===== src/rtl/cpu_pkg.sv =====
// Shared definitions for the 5-stage 16-bit pipeline: opcodes, the hazard
// sequencer state encoding and common widths.
package cpu_pkg;

  localparam int REG_W = 4;
  localparam int OP_W  = 4;

  localparam logic [OP_W-1:0] OP_ADD  = 4'h0;
  localparam logic [OP_W-1:0] OP_SUB  = 4'h1;
  localparam logic [OP_W-1:0] OP_AND  = 4'h2;
  localparam logic [OP_W-1:0] OP_OR   = 4'h3;
  localparam logic [OP_W-1:0] OP_XOR  = 4'h4;
  localparam logic [OP_W-1:0] OP_SLT  = 4'h5;
  localparam logic [OP_W-1:0] OP_SW   = 4'h6;
  localparam logic [OP_W-1:0] OP_BEQ  = 4'h7;
  localparam logic [OP_W-1:0] OP_LW   = 4'h8;
  localparam logic [OP_W-1:0] OP_ADDI = 4'h9;
  localparam logic [OP_W-1:0] OP_LUI  = 4'hA;
  localparam logic [OP_W-1:0] OP_JMP  = 4'hB;
  localparam logic [OP_W-1:0] OP_CALL = 4'hC;
  localparam logic [OP_W-1:0] OP_RET  = 4'hD;
  localparam logic [OP_W-1:0] OP_HLT  = 4'hE;
  localparam logic [OP_W-1:0] OP_NOP  = 4'hF;

  localparam logic [15:0] NO_OP = 16'hF000;

  typedef enum logic [1:0] {
    ST_RUN        = 2'd0,
    ST_LOAD_STALL = 2'd1,
    ST_MEM_WAIT   = 2'd2,
    ST_HALT       = 2'd3
  } hz_state_t;

endpackage


===== src/rtl/hazard_ctrl_if.sv =====
// Bundle between the pipeline datapath (master) and the hazard sequencer
// (slave): decode/execute fields in, stall/flush controls and status out.
interface hazard_ctrl_if;
  import cpu_pkg::*;

  logic [OP_W-1:0]  ifid_opcode;
  logic [REG_W-1:0] ifid_rs;
  logic [REG_W-1:0] ifid_rt;
  logic             idex_mem_read;
  logic [REG_W-1:0] idex_rd;
  logic             branch_taken;
  logic             mem_busy;

  logic             hazard;
  logic             pc_write;
  logic             ifid_flush;
  logic             idex_flush;
  logic             pipe_freeze;
  logic             halted;
  logic [15:0]      stall_cycles;
  hz_state_t        dbg_state;

  modport master (
    output ifid_opcode, ifid_rs, ifid_rt, idex_mem_read, idex_rd,
           branch_taken, mem_busy,
    input  hazard, pc_write, ifid_flush, idex_flush, pipe_freeze, halted,
           stall_cycles, dbg_state
  );

  modport slave (
    input  ifid_opcode, ifid_rs, ifid_rt, idex_mem_read, idex_rd,
           branch_taken, mem_busy,
    output hazard, pc_write, ifid_flush, idex_flush, pipe_freeze, halted,
           stall_cycles, dbg_state
  );

endinterface


===== src/rtl/hazard_ctrl_sat_counter.sv =====
// Up-counter that sticks at all-ones instead of wrapping; used for the
// stall-cycle performance count.
module sat_counter #(
  parameter int WIDTH = 16
) (
  input  logic             clk,
  input  logic             rst_n,
  input  logic             inc,
  input  logic             clr,
  output logic [WIDTH-1:0] count
);

  always_ff @(posedge clk or negedge rst_n) begin
    if (!rst_n) begin
      count <= '0;
    end else if (clr) begin
      count <= '0;
    end else if (inc && (count != '1)) begin
      count <= count + WIDTH'(1);
    end
  end

endmodule


===== src/rtl/hazard_ctrl.sv =====
// Stall/flush sequencer: load-use bubbles, branch squashes, memory-wait
// freezes and sticky HALT, plus a saturating stall-cycle counter.
module hazard_ctrl
  import cpu_pkg::*;
#(
  parameter int          LOAD_STALL_CYCLES = 1,
  parameter logic [15:0] RS_USE_MASK       = 16'h03FF,
  parameter logic [15:0] RT_USE_MASK       = 16'h00FF,
  parameter logic [3:0]  HLT_OPCODE        = OP_HLT
) (
  input logic          clk,
  input logic          rst_n,
  hazard_ctrl_if.slave bus
);

  localparam logic [2:0] STALL_RELOAD = 3'(LOAD_STALL_CYCLES - 1);

  hz_state_t   state;
  hz_state_t   state_nxt;
  logic [2:0]  cnt;
  logic [2:0]  cnt_nxt;
  logic        rs_hit;
  logic        rt_hit;
  logic        load_use;
  logic        count_en;
  logic [15:0] stall_count;

  logic hz;
  logic pc_we;
  logic if_flush;
  logic ex_flush;
  logic freeze;
  logic halt_flag;

  // R0 is hardwired zero, so a load targeting it can never create a hazard.
  assign rs_hit   = RS_USE_MASK[bus.ifid_opcode] && (bus.idex_rd == bus.ifid_rs);
  assign rt_hit   = RT_USE_MASK[bus.ifid_opcode] && (bus.idex_rd == bus.ifid_rt);
  assign load_use = bus.idex_mem_read && (bus.idex_rd != '0) && (rs_hit || rt_hit);

  // A MEM_WAIT cycle with mem_busy released is evaluated exactly like RUN.
  always_comb begin
    hz        = 1'b0;
    pc_we     = 1'b1;
    if_flush  = 1'b0;
    ex_flush  = 1'b0;
    freeze    = 1'b0;
    halt_flag = 1'b0;
    state_nxt = state;
    cnt_nxt   = cnt;

    if (state == ST_HALT) begin
      halt_flag = 1'b1;
      pc_we     = 1'b0;
      hz        = 1'b1;
    end else if (bus.mem_busy) begin
      freeze    = 1'b1;
      pc_we     = 1'b0;
      state_nxt = ST_MEM_WAIT;
      cnt_nxt   = '0;
    end else if (bus.branch_taken) begin
      if_flush  = 1'b1;
      ex_flush  = 1'b1;
      state_nxt = ST_RUN;
      cnt_nxt   = '0;
    end else if (state == ST_LOAD_STALL) begin
      hz      = 1'b1;
      pc_we   = 1'b0;
      cnt_nxt = cnt - 3'd1;
      if (cnt <= 3'd1) begin
        state_nxt = ST_RUN;
        cnt_nxt   = '0;
      end
    end else if (load_use) begin
      hz    = 1'b1;
      pc_we = 1'b0;
      if (LOAD_STALL_CYCLES > 1) begin
        state_nxt = ST_LOAD_STALL;
        cnt_nxt   = STALL_RELOAD;
      end else begin
        state_nxt = ST_RUN;
      end
    end else if (bus.ifid_opcode == HLT_OPCODE) begin
      pc_we     = 1'b0;
      if_flush  = 1'b1;
      state_nxt = ST_HALT;
    end else begin
      state_nxt = ST_RUN;
    end
  end

  always_ff @(posedge clk or negedge rst_n) begin
    if (!rst_n) begin
      state <= ST_RUN;
      cnt   <= '0;
    end else begin
      state <= state_nxt;
      cnt   <= cnt_nxt;
    end
  end

  // The HALT cycles hold hazard high but are not performance stalls.
  assign count_en = (hz || freeze) && (state != ST_HALT);

  sat_counter #(.WIDTH(16)) u_stall_cnt (
    .clk   (clk),
    .rst_n (rst_n),
    .inc   (count_en),
    .clr   (1'b0),
    .count (stall_count)
  );

  assign bus.hazard       = hz;
  assign bus.pc_write     = pc_we;
  assign bus.ifid_flush   = if_flush;
  assign bus.idex_flush   = ex_flush;
  assign bus.pipe_freeze  = freeze;
  assign bus.halted       = halt_flag;
  assign bus.stall_cycles = stall_count;
  assign bus.dbg_state    = state;

endmodule


===== src/flat_wrapper.sv =====
// flat-port wrapper written by rule: the top's interface ports become plain ports
module hazard_ctrl_flat import cpu_pkg::*;
#(
  parameter int          LOAD_STALL_CYCLES = 1,
  parameter logic [15:0] RS_USE_MASK       = 16'h03FF,
  parameter logic [15:0] RT_USE_MASK       = 16'h00FF,
  parameter logic [3:0]  HLT_OPCODE        = OP_HLT
)
  (clk, rst_n, bus_ifid_opcode, bus_ifid_rs, bus_ifid_rt, bus_idex_mem_read, bus_idex_rd, bus_branch_taken, bus_mem_busy, bus_hazard, bus_pc_write, bus_ifid_flush, bus_idex_flush, bus_pipe_freeze, bus_halted, bus_stall_cycles, bus_dbg_state);
  hazard_ctrl_if bus_i ();
  input logic clk;
  input logic rst_n;
  input wire logic [$bits(bus_i.ifid_opcode)-1:0] bus_ifid_opcode;
  input wire logic [$bits(bus_i.ifid_rs)-1:0] bus_ifid_rs;
  input wire logic [$bits(bus_i.ifid_rt)-1:0] bus_ifid_rt;
  input wire logic [$bits(bus_i.idex_mem_read)-1:0] bus_idex_mem_read;
  input wire logic [$bits(bus_i.idex_rd)-1:0] bus_idex_rd;
  input wire logic [$bits(bus_i.branch_taken)-1:0] bus_branch_taken;
  input wire logic [$bits(bus_i.mem_busy)-1:0] bus_mem_busy;
  output wire logic [$bits(bus_i.hazard)-1:0] bus_hazard;
  output wire logic [$bits(bus_i.pc_write)-1:0] bus_pc_write;
  output wire logic [$bits(bus_i.ifid_flush)-1:0] bus_ifid_flush;
  output wire logic [$bits(bus_i.idex_flush)-1:0] bus_idex_flush;
  output wire logic [$bits(bus_i.pipe_freeze)-1:0] bus_pipe_freeze;
  output wire logic [$bits(bus_i.halted)-1:0] bus_halted;
  output wire logic [$bits(bus_i.stall_cycles)-1:0] bus_stall_cycles;
  output wire logic [$bits(bus_i.dbg_state)-1:0] bus_dbg_state;
  assign bus_i.ifid_opcode = bus_ifid_opcode;
  assign bus_i.ifid_rs = bus_ifid_rs;
  assign bus_i.ifid_rt = bus_ifid_rt;
  assign bus_i.idex_mem_read = bus_idex_mem_read;
  assign bus_i.idex_rd = bus_idex_rd;
  assign bus_i.branch_taken = bus_branch_taken;
  assign bus_i.mem_busy = bus_mem_busy;
  assign bus_hazard = bus_i.hazard;
  assign bus_pc_write = bus_i.pc_write;
  assign bus_ifid_flush = bus_i.ifid_flush;
  assign bus_idex_flush = bus_i.idex_flush;
  assign bus_pipe_freeze = bus_i.pipe_freeze;
  assign bus_halted = bus_i.halted;
  assign bus_stall_cycles = bus_i.stall_cycles;
  assign bus_dbg_state = bus_i.dbg_state;
  hazard_ctrl #(.LOAD_STALL_CYCLES(LOAD_STALL_CYCLES), .RS_USE_MASK(RS_USE_MASK), .RT_USE_MASK(RT_USE_MASK), .HLT_OPCODE(HLT_OPCODE)) u_core (.clk(clk), .rst_n(rst_n), .bus(bus_i));
endmodule

===== config.mk =====
export PLATFORM = sky130hd
export DESIGN_NAME = hazard_ctrl_flat
export DESIGN_NICKNAME = d
export VERILOG_FILES = /design/src/rtl/cpu_pkg.sv /design/src/rtl/hazard_ctrl_if.sv /design/src/rtl/hazard_ctrl_sat_counter.sv /design/src/rtl/hazard_ctrl.sv /design/src/flat_wrapper.sv
export SDC_FILE = /design/constraint.sdc
export NUM_CORES = 1
export LEC_CHECK = 0
export BUFFER_PORTS_ARGS = -buffer_cell sky130_fd_sc_hd__buf_2
export CAP_MARGIN = 40
export CORE_MARGIN = 10
export CORE_UTILIZATION = 25
export CTS_CLUSTER_DIAMETER = 60
export CTS_CLUSTER_SIZE = 10
export DETAILED_ROUTE_END_ITERATION = 10
export PLACE_DENSITY = 0.5
export SYNTH_ARGS = -nofsm -noshare
export SYNTH_HDL_FRONTEND = slang
export SYNTH_SLANG_ARGS = --single-unit

===== constraint.sdc =====
create_clock -name clk -period 1.65 [get_ports clk]
set_input_delay 0.2475 -clock clk [delete_from_list [all_inputs] [get_ports clk]]
set_output_delay 0.2475 -clock clk [all_outputs]
set_load 0.03 [all_outputs]

# == Yosys cells after proc, flatten, opt, wreduce, memory -nomap -nowiden ==
# Memories as Yosys holds them, arrays and structs flattened.
# Index checks and enable logic that the tools add are counted.
# totals
rom_bits,32
memories,2
elab_cells,65
out_inout_bits,24
ff_bits,21
inputBits,21
# classes
n_addsub,2
bitwise,1
reduce_logical,12
mux,35
eq_ne,8
n_lt_le_gt_ge,2
# memory_table
name,words,width,read_ports,rd_ports_with_merged_regs,wr,line,rtl
(name not given),16,1,1,0,0,hazard_ctrl.sv:37,assign rt_hit = RT_USE_MASK[bus.ifid_opcode] && (bus.idex_rd == bus.ifid_rt);
(name not given),16,1,1,0,0,hazard_ctrl.sv:36,assign rs_hit = RS_USE_MASK[bus.ifid_opcode] && (bus.idex_rd == bus.ifid_rs);
# ops
cell,n
$mux 1,25
$add 16x1->16 const B,1
$ne 16x16->1 const B,1
$mux 2,6
$mux 3,4
$eq 4x4->1,2
$logic_and 1x1->1,6
$lt 4x5->1 const B,1
$eq 4x4->1 const B,1
$ne 4x4->1 const B,1
$reduce_and 2->1,2
$reduce_bool 4->1,1
$le 3x1->1 const B,1
$reduce_bool 3->1,1
$sub 3x1->3 const B,1
$eq 2x1->1 const B,1
$eq 2x2->1 const B,1
$logic_or 1x1->1,2
$ne 2x2->1 const B,1
$not 1->1,1

# == Longest topological paths before layout ==
# Gate-level depths: netlist (run 1).
# depth
word_depth,13
mapped_depth,7
depth_no_buf,7

# == Modules after synthesis ==
# Synthesis (run 1) repeated with hierarchy kept, for this count alone.
# hier_totals
cells_unflattened,157
hier_area_um2,1413.9
# by_module_without_submodules
module,cells_each,area_each_um2,instances
sat_counter,98,942.2,1
hazard_ctrl,59,471.7,1

# == Least setup slack after synthesis (run 1) ==
# Ideal clock, no wire load.
# synth_timing
kind,input -> output
startpoint,in bus_idex_rd[0]
endpoint,out bus_ifid_flush
t_arrival_ps,1882
slack_ps,-480
cell_stages,4
required_time_ps,1402
cell_sequence,o41ai_1 -> o21ai_4 -> buf_6 -> o21ai_0
# synth_between
elab_chain_len,9
# synth_rtl
element,line,rtl
from (decl),flat_wrapper.sv:17,input wire logic [$bits(bus_i.idex_rd)-1:0] bus_idex_rd;
$eq 4x4->1 (on tied branches),"hazard_ctrl.sv:36, hazard_ctrl.sv:37",
$logic_and 1x1->1 (on tied branches),"hazard_ctrl.sv:36, hazard_ctrl.sv:37",
$logic_or 1x1->1,hazard_ctrl.sv:38,assign load_use = bus.idex_mem_read && (bus.idex_rd != '0) && (rs_hit || rt_hit);
$logic_and 1x1->1 *,hazard_ctrl.sv:38,
$mux 1 *,hazard_ctrl.sv:73,end else if (load_use) begin
$mux 1 *,hazard_ctrl.sv:65,end else if (state == ST_LOAD_STALL) begin
$mux 1 *,hazard_ctrl.sv:60,end else if (bus.branch_taken) begin
$mux 1 *,hazard_ctrl.sv:55,end else if (bus.mem_busy) begin
$mux 1 *,hazard_ctrl.sv:51,if (state == ST_HALT) begin
to (decl),flat_wrapper.sv:22,output wire logic [$bits(bus_i.ifid_flush)-1:0] bus_ifid_flush;
# Every way passes the cells marked *; elsewhere a longest branch is shown, timed or not.

# == Worst setup path after layout (run 1) ==
# layout_timing
startpoint,reg u_core.u_stall_cnt.count[8]
endpoint,reg u_core.u_stall_cnt.count[12]
# layout_between
elab_chain_len,2
# layout_rtl
element,line,rtl
from (decl),hazard_ctrl_sat_counter.sv:10,output logic [WIDTH-1:0] count
from (signal assigned),hazard_ctrl_sat_counter.sv:19,count <= count + WIDTH'(1);
branches (longest 2 deep; another with $add 16x1->16),n/a,
# Several ways; the timed one is not identified.
# A chain may end at the register's enable or synchronous reset.

==> impl_metrics.env, run 1 <==
export IMPL_viasPerCell=4.60
export IMPL_initial_core_util_pct=26.4
export IMPL_layout_drive_gt1_share_pct=53.8
export IMPL_first_iter_violations=32
export IMPL_syn_nets=150
export IMPL_layout_common_cells="buf_2 (36), buf_4 (31), dfrtp_1 (17), xnor2_1 (16), buf_6 (12)"
export IMPL_cp_slowest_stage_delay_ns=0.41
export IMPL_status="finished, violations left"
export IMPL_synth_cell_types=30
export IMPL_fin_crit_sh_pct=105
export IMPL_final_common_cell="buf_2"
export IMPL_htree_levels=1
export IMPL_clock_root_buffer="clkbuf_8"
export IMPL_drt_total_wl_mm=4.01
export IMPL_grt_start_max_net_pins=22
export IMPL_async_flop_share_pct=100
export IMPL_crit_top_cell="and4_4"
export IMPL_min_period_ns=1.74
export IMPL_synth_main_ff_cell="dfrtp_1"
export IMPL_clock_sinks=21
export IMPL_drt_antenna_violating_nets=0
export IMPL_die_h_um=91.5
export IMPL_clock_latency_ns=0.27
export IMPL_grt_pass1_wl_mm=6.52
export IMPL_synth_seq_area_share_pct=41.1
export IMPL_drc_errors=0
export IMPL_relSlewSlack_pct=67.2
export IMPL_cts_buffers=3
export IMPL_cts_path_max_buffers=2
export IMPL_path_class="reg -> reg"
export IMPL_grt_overflow_total=0
export IMPL_synth_edf_count=0
export IMPL_violations="setup timing"
export IMPL_cp_max_fo=6
export IMPL_max_cap_violations=0
export IMPL_yosysWarnings=0
export IMPL_cp_slowest_cell="dfrtp_2"
export IMPL_whs_path_depth=2
export IMPL_dp_hpwl_mm=3.14
export IMPL_wire_per_inst_um=14.6
export IMPL_reg2reg_depth=7
export IMPL_max_freq_mhz=576
export IMPL_rsz0062_at_grt="yes"
export IMPL_met3_usage_pct=2.96
export IMPL_fin_area_mm2=0.00209
export IMPL_total_leakage_power_uw=0.00105
export IMPL_fin_ws_ns=-0.0875
export IMPL_antenna_found_initial=0
export IMPL_syn_to_final_growth_pct=63.2
export IMPL_fin_nets=233
export IMPL_fill_cells=471
export IMPL_ir_drop_v=0.000695
export IMPL_ys_ff_latch=21
export IMPL_hp_class="in -> reg"
export IMPL_grt_use_total_pct=9.33
export IMPL_cp_arrival_ns=1.90
export IMPL_grt_busiest_layer="met2"
export IMPL_use_met2_pct=16.1
export IMPL_rows=25
export IMPL_path_cells="and4_4, and4_4, and2_4, a31oi_4, buf_4, nand4_1, xnor2_1"
export IMPL_io_pins=45
export IMPL_postSynthCellCount=126
export IMPL_endpoint_kind="flop"
export IMPL_use_met1_pct=11.0
export IMPL_dieArea_mm2=0.00838
export IMPL_critPathRequiredTime_ns=1.81
export IMPL_skew_ns=0.00207
export IMPL_gp_congestion=0.818
export IMPL_core_mm2=0.00485
export IMPL_netlist_area_mm2=0.00128
export IMPL_tightest_slew_ns=0.492
export IMPL_die_x_um=91.5
export IMPL_drtPass1Iterations=4
export IMPL_dpl_instance_area_mm2=0.00184
export IMPL_cts_tree="done"
export IMPL_grt_pass1_vias=1353
export IMPL_start_kind="flop"
export IMPL_portBuffers=44
export IMPL_finalMaxSlewViolations=0
export IMPL_syn_avg_cell_area_um2=10.1
export IMPL_dpl_worst_slack_ns=-0.258
export IMPL_pwr_density_cell_mw_per_mm2=849
export IMPL_finalHoldViolCount=0
export IMPL_routed_via_count=1266
export IMPL_antenna_cells=0
export IMPL_clk_pin_slew_worst_paths_ns=0.08
export IMPL_setup_violations=18
-- cells in the mapped netlist (2+ instances only) --
master	number	share of area, %
o31ai_1	2	1.2
nand2_1	7	2.1
nand4_2	2	2.0
dfrtp_1	21	41
ha_1	3	2.9
nand4b_1	2	1.4
o41ai_1	3	2.1
inv_1	8	2.3
and3_1	8	3.9
xnor2_1	22	15
and4_4	2	1.8
nand4_1	5	2.4
nor2_1	5	1.5
nand3_1	8	3.1
o21ai_0	11	4.3
buf_6	2	1.8
and2_1	2	0.98
-- state kept, by name, indices dropped and copies added, names as in the netlist --
register / flops
u_core.bus.dbg_state: 2
u_core.u_stall_cnt.count: 16
u_core.cnt: 3
-- critical path, delay by kind of cell, from the launching register on --
family / cells / cell delay [ns]
xor+xnor: 1 / 0.15
compound gates: 1 / 0.22
simple gates: 4 / 0.68
flops: 1 / 0.41
buf+inv: 1 / 0.16
-- layer usage --
| metal | wire, um | up-vias | part of all wire (%) |
|---|---|---|---|
| met3 | 209 | 2 | 5.2 |
| met2 | 1890 | 39 | 47 |
| li1 | - | 613 | - |
| met1 | 1900 | 612 | 47 |
| met4 | 15 | 0 | 0.37 |
| met5 | 0 | - | 0 |
-- path summary, 6_finish.rpt --
kind | slack, ns | end | startpoint
setup / recovery | -0.09 | u_core.u_stall_cnt.count[12] | u_core.u_stall_cnt.count[8]
hold / removal | 0.33 | u_core.bus.dbg_state[0] | bus_branch_taken
setup reg to reg | -0.09 | u_core.u_stall_cnt.count[12] | u_core.u_stall_cnt.count[8]
hold reg to reg | 0.50 | u_core.u_stall_cnt.count[13] | u_core.u_stall_cnt.count[13]
max in group asynchronous | 0.82 | u_core.u_stall_cnt.count[9] | rst_n
min in group asynchronous | 0.47 | u_core.u_stall_cnt.count[12] | rst_n
-- metrics by stage --
step           cells  TNS [ns]  hold slack (ns)  total power [uW]  utilization, %
3_5_place_dp     264     -2.56            0.240              1370            38.0
4_1_cts          272     -1.48            0.305              1760            41.7
3_3_place_gp     264     -1.98            0.230              1360            38.0
6_report         275    -0.973            0.328              1770            43.0
5_1_grt          275     -2.49            0.346              1880            43.0
2_1_floorplan    126     -1.31          -0.0481              1050               -
-- area by class of cell --
type / instances / area (um2) / share of cell area (%)
flip-flops and latches: 21 / 531 / 25.4
clock buffers: 4 / 45.0 / 2.16
repair buffers: 81 / 578 / 27.7
multi-input cells: 94 / 820 / 39.3
inverters: 8 / 30.0 / 1.44
well taps: 67 / 83.8 / 4.02
-- power by group --
part	internal, uW	leakage [uW]	total [uW]	switching [uW]
sequential	588	0.000273	634	45.5
combinational	353	0.000755	784	431
clock	173	0.0000228	353	180
-- cell families (layout without fill, tap and decap cells) --
family | count (synthesis) | after routing | share of synthesized area, %
simple gates | 47 | 47 | 23.0
mux | 1 | 1 | 1.17
fa+ha+maj | 3 | 3 | 2.94
flops | 21 | 21 | 41.1
xor+xnor | 23 | 23 | 15.8
buf+inv | 11 | 93 | 4.40
compound gates | 20 | 20 | 11.6
-- repair_timing --
action	4_1_cts	5_1_grt
pin swaps	5	5
gates resized for setup	22	9
hold endpoints to repair	21	0
hold buffers	1	0
setup buffers	3	3
endpoints found under the setup margin	18	20
No activity file was read; power rests on OpenSTA's default activity.
==> inputs of run 2 (changes only) <==
--- a/config.mk
+++ b/config.mk
@@ -5,6 +5,7 @@
 export SDC_FILE = /design/constraint.sdc
 export NUM_CORES = 1
 export LEC_CHECK = 0
+export ABC_AREA = 1
 export BUFFER_PORTS_ARGS = -buffer_cell sky130_fd_sc_hd__buf_2
 export CAP_MARGIN = 40
 export CORE_MARGIN = 10
@@ -12,7 +13,7 @@
 export CTS_CLUSTER_DIAMETER = 60
 export CTS_CLUSTER_SIZE = 10
 export DETAILED_ROUTE_END_ITERATION = 10
-export PLACE_DENSITY = 0.5
+export PLACE_DENSITY = 0.49
 export SYNTH_ARGS = -nofsm -noshare
 export SYNTH_HDL_FRONTEND = slang
 export SYNTH_SLANG_ARGS = --single-unit
==> impl_metrics.env, run 2 <==
export IMPL_synth_commonest_cells="nand2_1 (79), inv_1 (38), dfrtp_1 (21)"
export IMPL_cts_buffers=3
export IMPL_largest_reg_flops=16
export IMPL_grt_start_max_net_pins=22
export IMPL_drt_antenna_violating_nets=0
export IMPL_tightest_slew_ns=0.510
export IMPL_ir_drop_v=0.000657
export IMPL_fill_cells=667
export IMPL_cp_slowest_cell="dfrtp_2"
export IMPL_max_freq_mhz=618
export IMPL_clock_latency_ns=0.27
export IMPL_cts_tree="done"
export IMPL_dpl_instance_area_mm2=0.00197
export IMPL_dp_hpwl_mm=3.58
export IMPL_path_cells="ha_4, inv_2, nor4_4, nand2_2, nor2_4, nand2_4, buf_6, nand4_1, nand2_1"
export IMPL_pwr_density_cell_mw_per_mm2=744
export IMPL_synth_area_leaders="dfrtp_1 (34%), nand2_1 (19%), inv_1 (9.2%)"
export IMPL_die_x_um=98.7
export IMPL_internal_power_uw=958
export IMPL_setup_violations=0
export IMPL_crit_cells=9
export IMPL_critPathRequiredTime_ns=1.81
export IMPL_core_mm2=0.00596
export IMPL_syn_avg_cell_area_um2=6.68
export IMPL_cp_slowest_stage_delay_ns=0.41
export IMPL_final_common_cell="nand2_1"
export IMPL_synth_seq_area_share_pct=33.9
export IMPL_dpl_worst_slack_ns=-0.0401
export IMPL_antenna_cells=0
export IMPL_multi_input_area_um2=905
export IMPL_switchingPower_uw=611
export IMPL_cts_path_max_buffers=2
export IMPL_synth_most_common_cell="nand2_1"
export IMPL_io_pins=45
export IMPL_rows=28
export IMPL_synth_cell_types=25
export IMPL_relSlewSlack_pct=66.0
export IMPL_antenna_found_initial=0
export IMPL_yosysTopAreaCell="dfrtp_1"
export IMPL_grt_pass1_vias=1623
export IMPL_fin_crit_sh_pct=98.1
export IMPL_routed_via_count=1656
export IMPL_clock_root_buffer="clkbuf_8"
export IMPL_skew_ns=0.00329
export IMPL_synth_top_cell_area_share_pct=33.9
export IMPL_fin_area_mm2=0.00211
export IMPL_whs_path_depth=2
export IMPL_syn_nets=256
export IMPL_max_cap_violations=0
export IMPL_fin_nets=320
export IMPL_postSynthCellCount=232
export IMPL_synth_main_ff_cell="dfrtp_1"
export IMPL_finalHoldViolCount=0
export IMPL_gp_congestion=0.793
export IMPL_status="completed"
export IMPL_htree_levels=1
export IMPL_top_register="u_core.u_stall_cnt.count"
export IMPL_regArea_um2=534
export IMPL_clkPwrFrac_pct=22.5
export IMPL_grt_pass1_wl_mm=7.67
export IMPL_clock_sinks=21
export IMPL_crit_family="simple AND/OR/NAND/NOR gates"
export IMPL_viasPerCell=4.48
export IMPL_syn_to_final_growth_pct=36.1
export IMPL_layout_common_cells="nand2_1 (79), buf_2 (41), inv_1 (36), nand4_1 (19)"
export IMPL_cp_max_fo=6
export IMPL_worst_path_buf_inv=2
export IMPL_seqPwrFrac_pct=40.1
export IMPL_finalMaxSlewViolations=0
export IMPL_start_kind="flop"
export IMPL_initial_core_util_pct=26.0
export IMPL_rsz0062_at_grt="yes"
export IMPL_ys_ff_latch=21
export IMPL_fin_ws_ns=0.0314
export IMPL_cp_arrival_ns=1.78
export IMPL_grt_overflow_total=0
export IMPL_yosysWarnings=0
export IMPL_async_flop_share_pct=100
export IMPL_endpoint_kind="flop"
export IMPL_first_iter_violations=76
export IMPL_path_class="reg -> reg"
export IMPL_wire_per_inst_um=12.6
export IMPL_drt_total_wl_mm=4.65
export IMPL_dieArea_mm2=0.00975
export IMPL_die_h_um=98.7
export IMPL_clk_pin_slew_worst_paths_ns=0.08
export IMPL_min_period_ns=1.62
export IMPL_total_leakage_power_uw=0.00118
export IMPL_drc_errors=0
export IMPL_drtPass1Iterations=4
export IMPL_synth_edf_count=0
export IMPL_grt_use_total_pct=9.17
export IMPL_layout_drive_gt1_share_pct=29.8
export IMPL_p_total_uw=1570
export IMPL_hp_class="in -> reg"
export IMPL_p_comb_share_pct=37.3
export IMPL_fin_util_pct=35.4
export IMPL_netlist_area_mm2=0.00155
export IMPL_reg2reg_depth=9
export IMPL_swShare_pct=38.9
export IMPL_portBuffers=44
## run 2: per-stage QoR
stage	setup TNS [ns]	instances	hold slack, ns
2_1_floorplan	-0.00861	232	-0.0481
5_1_grt	-0.756	370	0.252
3_5_place_dp	-0.289	360	0.255
4_1_cts	0	365	0.243
3_3_place_gp	-0.163	360	0.247
6_report	0	370	0.249
## run 2: worst paths after layout
path | to | slack [ns] | from
max in group asynchronous | u_core.u_stall_cnt.count[2] | 0.80 | rst_n
setup reg to reg | u_core.u_stall_cnt.count[5] | 0.03 | u_core.u_stall_cnt.count[1]
hold / removal | u_core.bus.dbg_state[0] | 0.25 | bus_mem_busy
hold reg to reg | u_core.u_stall_cnt.count[3] | 0.53 | u_core.u_stall_cnt.count[3]
min in group asynchronous | u_core.u_stall_cnt.count[9] | 0.48 | rst_n
setup / recovery | u_core.u_stall_cnt.count[5] | 0.03 | u_core.u_stall_cnt.count[1]
## run 2: final cells by class
type / instances / area share (%)
Tap cell: 75 / 4.45
Timing Repair Buffer: 63 / 18.4
Sequential cell: 21 / 25.3
Clock inverter: 1 / 0.237
Inverter: 38 / 6.76
Clock buffer: 3 / 1.96
Multi-Input combinational cell: 169 / 42.9
## run 2: cells by family (layout without fill, tap and decap cells)
family / Yosys count / count (layout) / synth area share (%)
buf+inv: 43 / 105 / 11.1
flops: 21 / 21 / 33.9
fa+ha+maj: 3 / 3 / 2.42
simple gates: 142 / 143 / 41.7
xor+xnor: 12 / 12 / 6.78
compound gates: 11 / 11 / 4.12
## run 2: power by group through the flow
stage | clock network, uW | logic, uW | registers [uW]
global route | 393 | 652 | 638
detailed placement | 0 | 565 | 638
global placement | 0 | 555 | 641
CTS | 376 | 570 | 630
finish | 353 | 586 | 630
floorplan | 0 | 245 | 752
## run 2: worst reg2reg max path: cells and delay by family, from the launching register on
kind	cells	cell delay, ns
adder cells (fa/ha/maj)	1	0.15
AND/OR/NAND/NOR	6	0.75
buffers and inverters	2	0.21
flip-flops	1	0.41
## run 2: what timing repair did
item / 4_1_cts / 5_1_grt
setup buffers: 0 / 4
pin swaps: 0 / 17
gates cloned: 0 / 1
resized for setup: 5 / 8
endpoints found under the hold margin: 21 / 0
setup endpoints to repair: 3 / 18
hold buffers: 1 / 0
## run 2: routing by layer
metal	track usage [%]	wire [um]	vias to the layer above
met5	0	0	-
met4	1.65	21	0
met2	15.9	2300	19
li1	-	-	869
met1	10.9	2140	766
met3	2.72	188	2
